==> src/rtl/pmem_arbiter.sv <==
// Arbiter between the I-cache and D-cache physical-memory ports and the single pmem.
// Grants one line transaction at a time, round-robin on contention, and counts contested grants.
module pmem_arbiter #(
    parameter int ADDR_WIDTH = 16,
    parameter int LINE_WIDTH = 128
) (
    input  logic                  clk,
    input  logic                  reset,
    input  logic                  reset_conflicts,
    input  logic [ADDR_WIDTH-1:0] i_pmem_address,
    input  logic                  i_pmem_read,
    input  logic                  i_pmem_write,
    input  logic [LINE_WIDTH-1:0] i_pmem_wdata,
    output logic [LINE_WIDTH-1:0] i_pmem_rdata,
    output logic                  i_pmem_resp,
    input  logic [ADDR_WIDTH-1:0] d_pmem_address,
    input  logic                  d_pmem_read,
    input  logic                  d_pmem_write,
    input  logic [LINE_WIDTH-1:0] d_pmem_wdata,
    output logic [LINE_WIDTH-1:0] d_pmem_rdata,
    output logic                  d_pmem_resp,
    output logic [ADDR_WIDTH-1:0] pmem_address,
    output logic                  pmem_read,
    output logic                  pmem_write,
    output logic [LINE_WIDTH-1:0] pmem_wdata,
    input  logic [LINE_WIDTH-1:0] pmem_rdata,
    input  logic                  pmem_resp,
    output logic [15:0]           conflicts
);

    // state   | meaning
    // IDLE    | no grant; decides the next grant (also the turnaround cycle)
    // SERVE_I | I-cache transaction forwarded to pmem until pmem_resp
    // SERVE_D | D-cache transaction forwarded to pmem until pmem_resp
    typedef enum logic [1:0] {IDLE, SERVE_I, SERVE_D} state_t;

    state_t state;
    logic   last_grant_d;
    logic   i_req;
    logic   d_req;
    logic   contested;

    assign i_req     = i_pmem_read | i_pmem_write;
    assign d_req     = d_pmem_read | d_pmem_write;
    assign contested = i_req & d_req;

    always_ff @(posedge clk) begin
        if (reset) begin
            state        <= IDLE;
            last_grant_d <= 1'b0;
            conflicts    <= '0;
        end else begin
            if (reset_conflicts)
                conflicts <= '0;
            else if (state == IDLE && contested && conflicts != 16'hFFFF)
                conflicts <= conflicts + 16'd1;

            case (state)
                IDLE: begin
                    if (contested) begin
                        // Round-robin: the client that did not win last time gets it now.
                        state        <= last_grant_d ? SERVE_I : SERVE_D;
                        last_grant_d <= ~last_grant_d;
                    end else if (i_req) begin
                        state        <= SERVE_I;
                        last_grant_d <= 1'b0;
                    end else if (d_req) begin
                        state        <= SERVE_D;
                        last_grant_d <= 1'b1;
                    end
                end
                SERVE_I, SERVE_D: begin
                    if (pmem_resp)
                        state <= IDLE;
                end
                default: state <= IDLE;
            endcase
        end
    end

    // Read+write asserted together is a write, so read is masked by write.
    always_comb begin
        pmem_address = '0;
        pmem_wdata   = '0;
        pmem_read    = 1'b0;
        pmem_write   = 1'b0;
        i_pmem_resp  = 1'b0;
        d_pmem_resp  = 1'b0;
        case (state)
            SERVE_I: begin
                pmem_address = i_pmem_address;
                pmem_wdata   = i_pmem_wdata;
                pmem_write   = i_pmem_write;
                pmem_read    = i_pmem_read & ~i_pmem_write;
                i_pmem_resp  = pmem_resp;
            end
            SERVE_D: begin
                pmem_address = d_pmem_address;
                pmem_wdata   = d_pmem_wdata;
                pmem_write   = d_pmem_write;
                pmem_read    = d_pmem_read & ~d_pmem_write;
                d_pmem_resp  = pmem_resp;
            end
            default: ;
        endcase
    end

    assign i_pmem_rdata = pmem_rdata;
    assign d_pmem_rdata = pmem_rdata;

endmodule

==> config.mk <==
export PLATFORM = sky130hd
export DESIGN_NAME = pmem_arbiter
export DESIGN_NICKNAME = d
export VERILOG_FILES = /design/src/rtl/pmem_arbiter.sv
export SDC_FILE = /design/constraint.sdc
export NUM_CORES = 1
export LEC_CHECK = 0
export ABC_AREA = 1
export ABC_CLOCK_PERIOD_IN_PS = 3920
export BUFFER_PORTS_ARGS = -buffer_cell sky130_fd_sc_hd__buf_2
export CORE_AREA = 5 5 328 330
export CTS_CLUSTER_SIZE = 25
export DETAILED_ROUTE_END_ITERATION = 8
export DIE_AREA = 0 0 333 335
export GPL_TIMING_DRIVEN = 0
export PLACE_DENSITY_LB_ADDON = 0.05
export SYNTH_ARGS = -nofsm -noshare
export SYNTH_HDL_FRONTEND = slang
export SYNTH_SLANG_ARGS = --single-unit
==> constraint.sdc <==
create_clock -name clk -period 3.92 [get_ports clk]
set_clock_uncertainty 0.15 [all_clocks]
set_input_delay 0 -clock clk [delete_from_list [all_inputs] [get_ports clk]]
set_output_delay 0 -clock clk [all_outputs]
set_load 0.1 [all_outputs]
**Word level (Yosys, flattened, before mapping)**

Cells that the tools add are included.

- Flip-flop bits (word level): 19
- Bits of input ports: 424
- Output and inout port bits: 420
- Logic and storage cells: 40

- Add/subtract/negate cells: 1
- Eq/ne operators: 5
- Multiplexer cells: 15
- Bitwise logic cells: 8
- Reductions and logical operators: 8

Operator list:

| kind | count |
|---|---|
| $pmux 128 s2 | 1 |
| $pmux 16 s2 | 1 |
| $add 16x1->16 const B | 1 |
| $ne 16x16->1 const B | 1 |
| $mux 2 | 5 |
| $mux 1 | 5 |
| $ne 4x4->1 const B | 1 |
| $pmux 1 s2 | 2 |
| $pmux 2 s2 | 1 |
| $reduce_and 2->1 | 2 |
| $reduce_or 2->1 | 2 |
| $and 1x1->1 | 3 |
| $not 1->1 | 3 |
| $reduce_bool 3->1 | 1 |
| $eq 2x1->1 const B | 1 |
| $eq 2x2->1 const B | 1 |
| $logic_and 1x1->1 | 2 |
| $logic_not 2->1 | 1 |
| $ne 2x2->1 const B | 1 |
| $or 1x1->1 | 2 |

**Depth between registers and ports, before layout**

- Depth in word-level cells: 5
- Gate-level depth with buffers: 9
- Gate-level depth less buffers: 9

**Least setup slack after synthesis**

OpenSTA, ideal clock, no wires.

- Path kind: register to output
- From: register state[0]
- To: output port pmem_address[0]
- Arrival: 2.557 ns
- Required time: 3.770 ns
- Path slack: 1.213 ns
- Cell stages (with the launch flop): 7
- Buffers on the path: 2
- Cells stage by stage: dfxtp_1 > inv_1 > ha_1 > inv_1 > clkbuf_1 > buf_1 > a21oi_1

- Longest elaborated chain between the ends: 2
- Elaborated cells on any way between the ends: 3

Ends and longest elaborated chain:

| what | line | text |
|---|---|---|
| start, declared | 37 | `state_t state;` |
| start signal, assigned | 62 | `state <= last_grant_d ? SERVE_I : SERVE_D;` |
| $eq 2x2->1 / $eq 2x1->1 (equally long branches) | 89 | `case (state)` |
| $pmux 16 s2 (*) | 89 |  |
| end, declared | 22 | `output logic [ADDR_WIDTH-1:0] pmem_address,` |

Mark *: on every way between the ends. The rest lies on a longest branch, timed or not.

**Worst setup path in the final report**

- From: register state[0]
- To: output port pmem_wdata[71]

- Longest elaborated chain between the ends: 2
- Elaborated cells on any way between the ends: 3

Ends and longest elaborated chain:

| what | line | text |
|---|---|---|
| $eq 2x2->1 / $eq 2x1->1 (equally long branches) | 89 |  |
| $pmux 128 s2 (*) | 89 |  |
| end, declared | 25 | `output logic [LINE_WIDTH-1:0] pmem_wdata,` |

Marks and branches as above.

==> flow_summary.toml <==
[outcome]
outcome = "complete, no violations"

[yosys]
yosysSeqAreaShare_pct = 7.21
syn_avg_cell_area_um2 = 5.60
synth_cell_type_count = 30
synth.most_common_cell = "nand2_1"
netlist_area_um2 = 5280
synth_ff_type = "dfxtp_1"
synth_top_area_share_pct = 36.4
synth_area_leaders = "buf_4 36%, nand2_1 24%, a21oi_1 15%, dfxtp_1 7.2%, nor2_1 2.8%"
async_flop_share_pct = 0
synth_warnings = 0
synth_common_cells = "341 x nand2_1, 256 x buf_4, 157 x a21oi_1"
syn_inst = 942
yosysTopAreaCell = "buf_4"
synth_edf_count = 0
synth_nets = 1370
ys_seq_elements = 19

[pwr]
p_sw_share_pct = 77.1
p_seq_share_pct = 4.8
p_int_w = 0.00100
ir_worst_vdd_uv = 121
pwr-share-comb_pct = 89.9
p_total_w = 0.00438
cellPowerDensity_nw_per_um2 = 408
power.leakage_nw = 5.45
clockPowerShare_pct = 5.3
p_sw_w = 0.00337

[route]
antenna_left = 0
route.detailed.drc = 0
wl_met3_um = 4390
top_layer_used = "met5"
via_per_inst = 2.70
routed_wl_um = 51300
first_pass_iters = 4
wl_met2_um = 27300
wirelength_met1_um = 19100
drt-initial-drc-count = 239
vias = 8283
wl_per_cell_um = 16.7

[global_routing]
grt-ovfl-total = 0
grt_pass1_vias = 8602
antenna_found_initial = 36
grt_pass1_wl_um = 68100
grt_usage_pct = 8.45
grt_max_degree = 11

[worst_setup_path]
critical_path_peak_fanout = 10
cpPeakStageDelay_ns = 0.77
end_kind = "output pin"
worstPathArrival_ns = 3.21
crit_type = "flop to output pin"
crit_required_ns = 3.77
crit_chain = "inv_1 -> ha_1 -> inv_1 -> clkbuf_1 -> clkbuf_1 -> a21oi_1 -> buf_2"
cp_slowest_cell = "clkbuf_1"
critPathLaunchType = "flop"

[job]
maxCapViolCount = 0

[clocking]
clkTransAtPathRegs_ns = 0.07
clockRootBuffer = "clkbuf_16"
htreeDepth = 1
clk_latency_ns = 0.27
cts_tree = "built"
clock_sinks = 19
clockBufferDepth = 2
numCtsBuffers = 3

[timing]
whs_ns = 0.0426
clock.fmax_mhz = 298
rsz0062_at_grt = "no"
min_period_over_period_pct = 85.7
slew_violations = 0
worst_pin_slew_ns = 1.00
fin_crit_ns = 3.36
slew_headroom_pct = 33.2
finalSetupViolCount = 0
hold_viol_final = 0
finalSetupTns_ns = 0

[layout]
drive_gt1_share_pct = 61.8
final_util_pct = 10.3
fin_area_um2 = 10700
fin_nets = 2091
fill_cells = 12500
area_growth_pct = 103

[placed_design]
hpwl_um = 46600
io_buffers = 715
placed_area_um2 = 10600
place.gp.congestion = 0.742

[floorplanning]
rows = 119
die_area_um2 = 112000
fp.dieH_um = 335
ioPinCount = 844
start_util_pct = 5.05
core_area_um2 = 105000
die_x_um = 333

[hold_path]
hold_path.class = "primary input to flop"
-- state kept, by name (all words and copies together), names as in the netlist --
name          count
last_grant_d      1
state             2
conflicts        16
-- worst paths after layout --
kind,start,end,slack [ns],cells after the start
max,state[0],pmem_wdata[71],0.56,7
min,reset_conflicts,conflicts[12],0.04,4
max reg2reg,conflicts[0],conflicts[2],2.13,8
min reg2reg,state[0],state[0],0.35,2
-- timing repair --
action | CTS | global route
setup buffers | 0 | 0
hold endpoints to repair | 3 | 0
setup endpoints to repair | 2 | 0
hold buffers | 1 | 0
resized for setup | 1 | 0
-- cell usage in the layout, fill, tap and decap left out, drive strengths merged, types with 2 or more instances in the layout --
master and instances:
nand3 17, o21ai 5, ha 4, a21oi 157, dfxtp 19, nor2 48, diode 15, inv 25
xor2 2, clkbuf 22, buf 1003, nand4 3, nand2 349, a21boi 3, nor3 2
-- cell families (layout without fill, tap and decap cells) --
| logic type | Yosys count | after routing | synth area share [%] |
|---|---|---|---|
| AND/OR/NAND/NOR | 421 | 421 | 32.9 |
| buffers and inverters | 331 | 1051 | 42.6 |
| AO/OA/AOI/OAI | 165 | 165 | 16.0 |
| flip-flops | 19 | 19 | 7.21 |
| adder cells (fa/ha/maj) | 4 | 4 | 0.948 |
| XOR/XNOR | 2 | 2 | 0.332 |
| other | 0 | 15 | 0 |
-- layout make-up --
class	instances	area (um^2)	share of cell area [%]
antenna	15	37.5	0.350
buffer	306	2160	20.1
clock buffer	4	78.8	0.735
inverter	25	93.8	0.875
multi-input combinational	592	2650	24.7
sequential	19	380	3.55
tap	1391	1740	16.2
timing repair buffer	716	3590	33.5
-- through the flow --
stage | setup slack, ns | std cells
after global routing | 0.229 | 3059
final | 0.559 | 3068
after detailed placement | 0.178 | 3048
after global placement | 0.217 | 3048
after CTS | 0.301 | 3053
after floorplan | 1.21 | 942
-- worst max-delay path, delay by kind of cell (launching register included) --
family	cells	cell delay, ns
compound gates	1	0.30
buf+inv	5	1.97
flops	1	0.37
fa+ha+maj	1	0.28
-- metal layers --
metal	vias to the layer above	GRT usage [%]
met5	-	0
met4	30	0.852
met3	47	2.99
met2	414	16.1
met1	3625	9.32
li1	4167	-
-- power by group through the flow --
| stage | clock network, W | logic, W | registers (W) |
|---|---|---|---|
| 2_1_floorplan | 0 | 0.00303 | 0.000226 |
| 3_3_place_gp | 0 | 0.00407 | 0.000214 |
| 3_5_place_dp | 0 | 0.00405 | 0.000214 |
| 4_1_cts | 0.000245 | 0.00405 | 0.000210 |
| 5_1_grt | 0.000244 | 0.00416 | 0.000210 |
| 6_report | 0.000231 | 0.00394 | 0.000210 |
(Power assumes the default switching activity.)
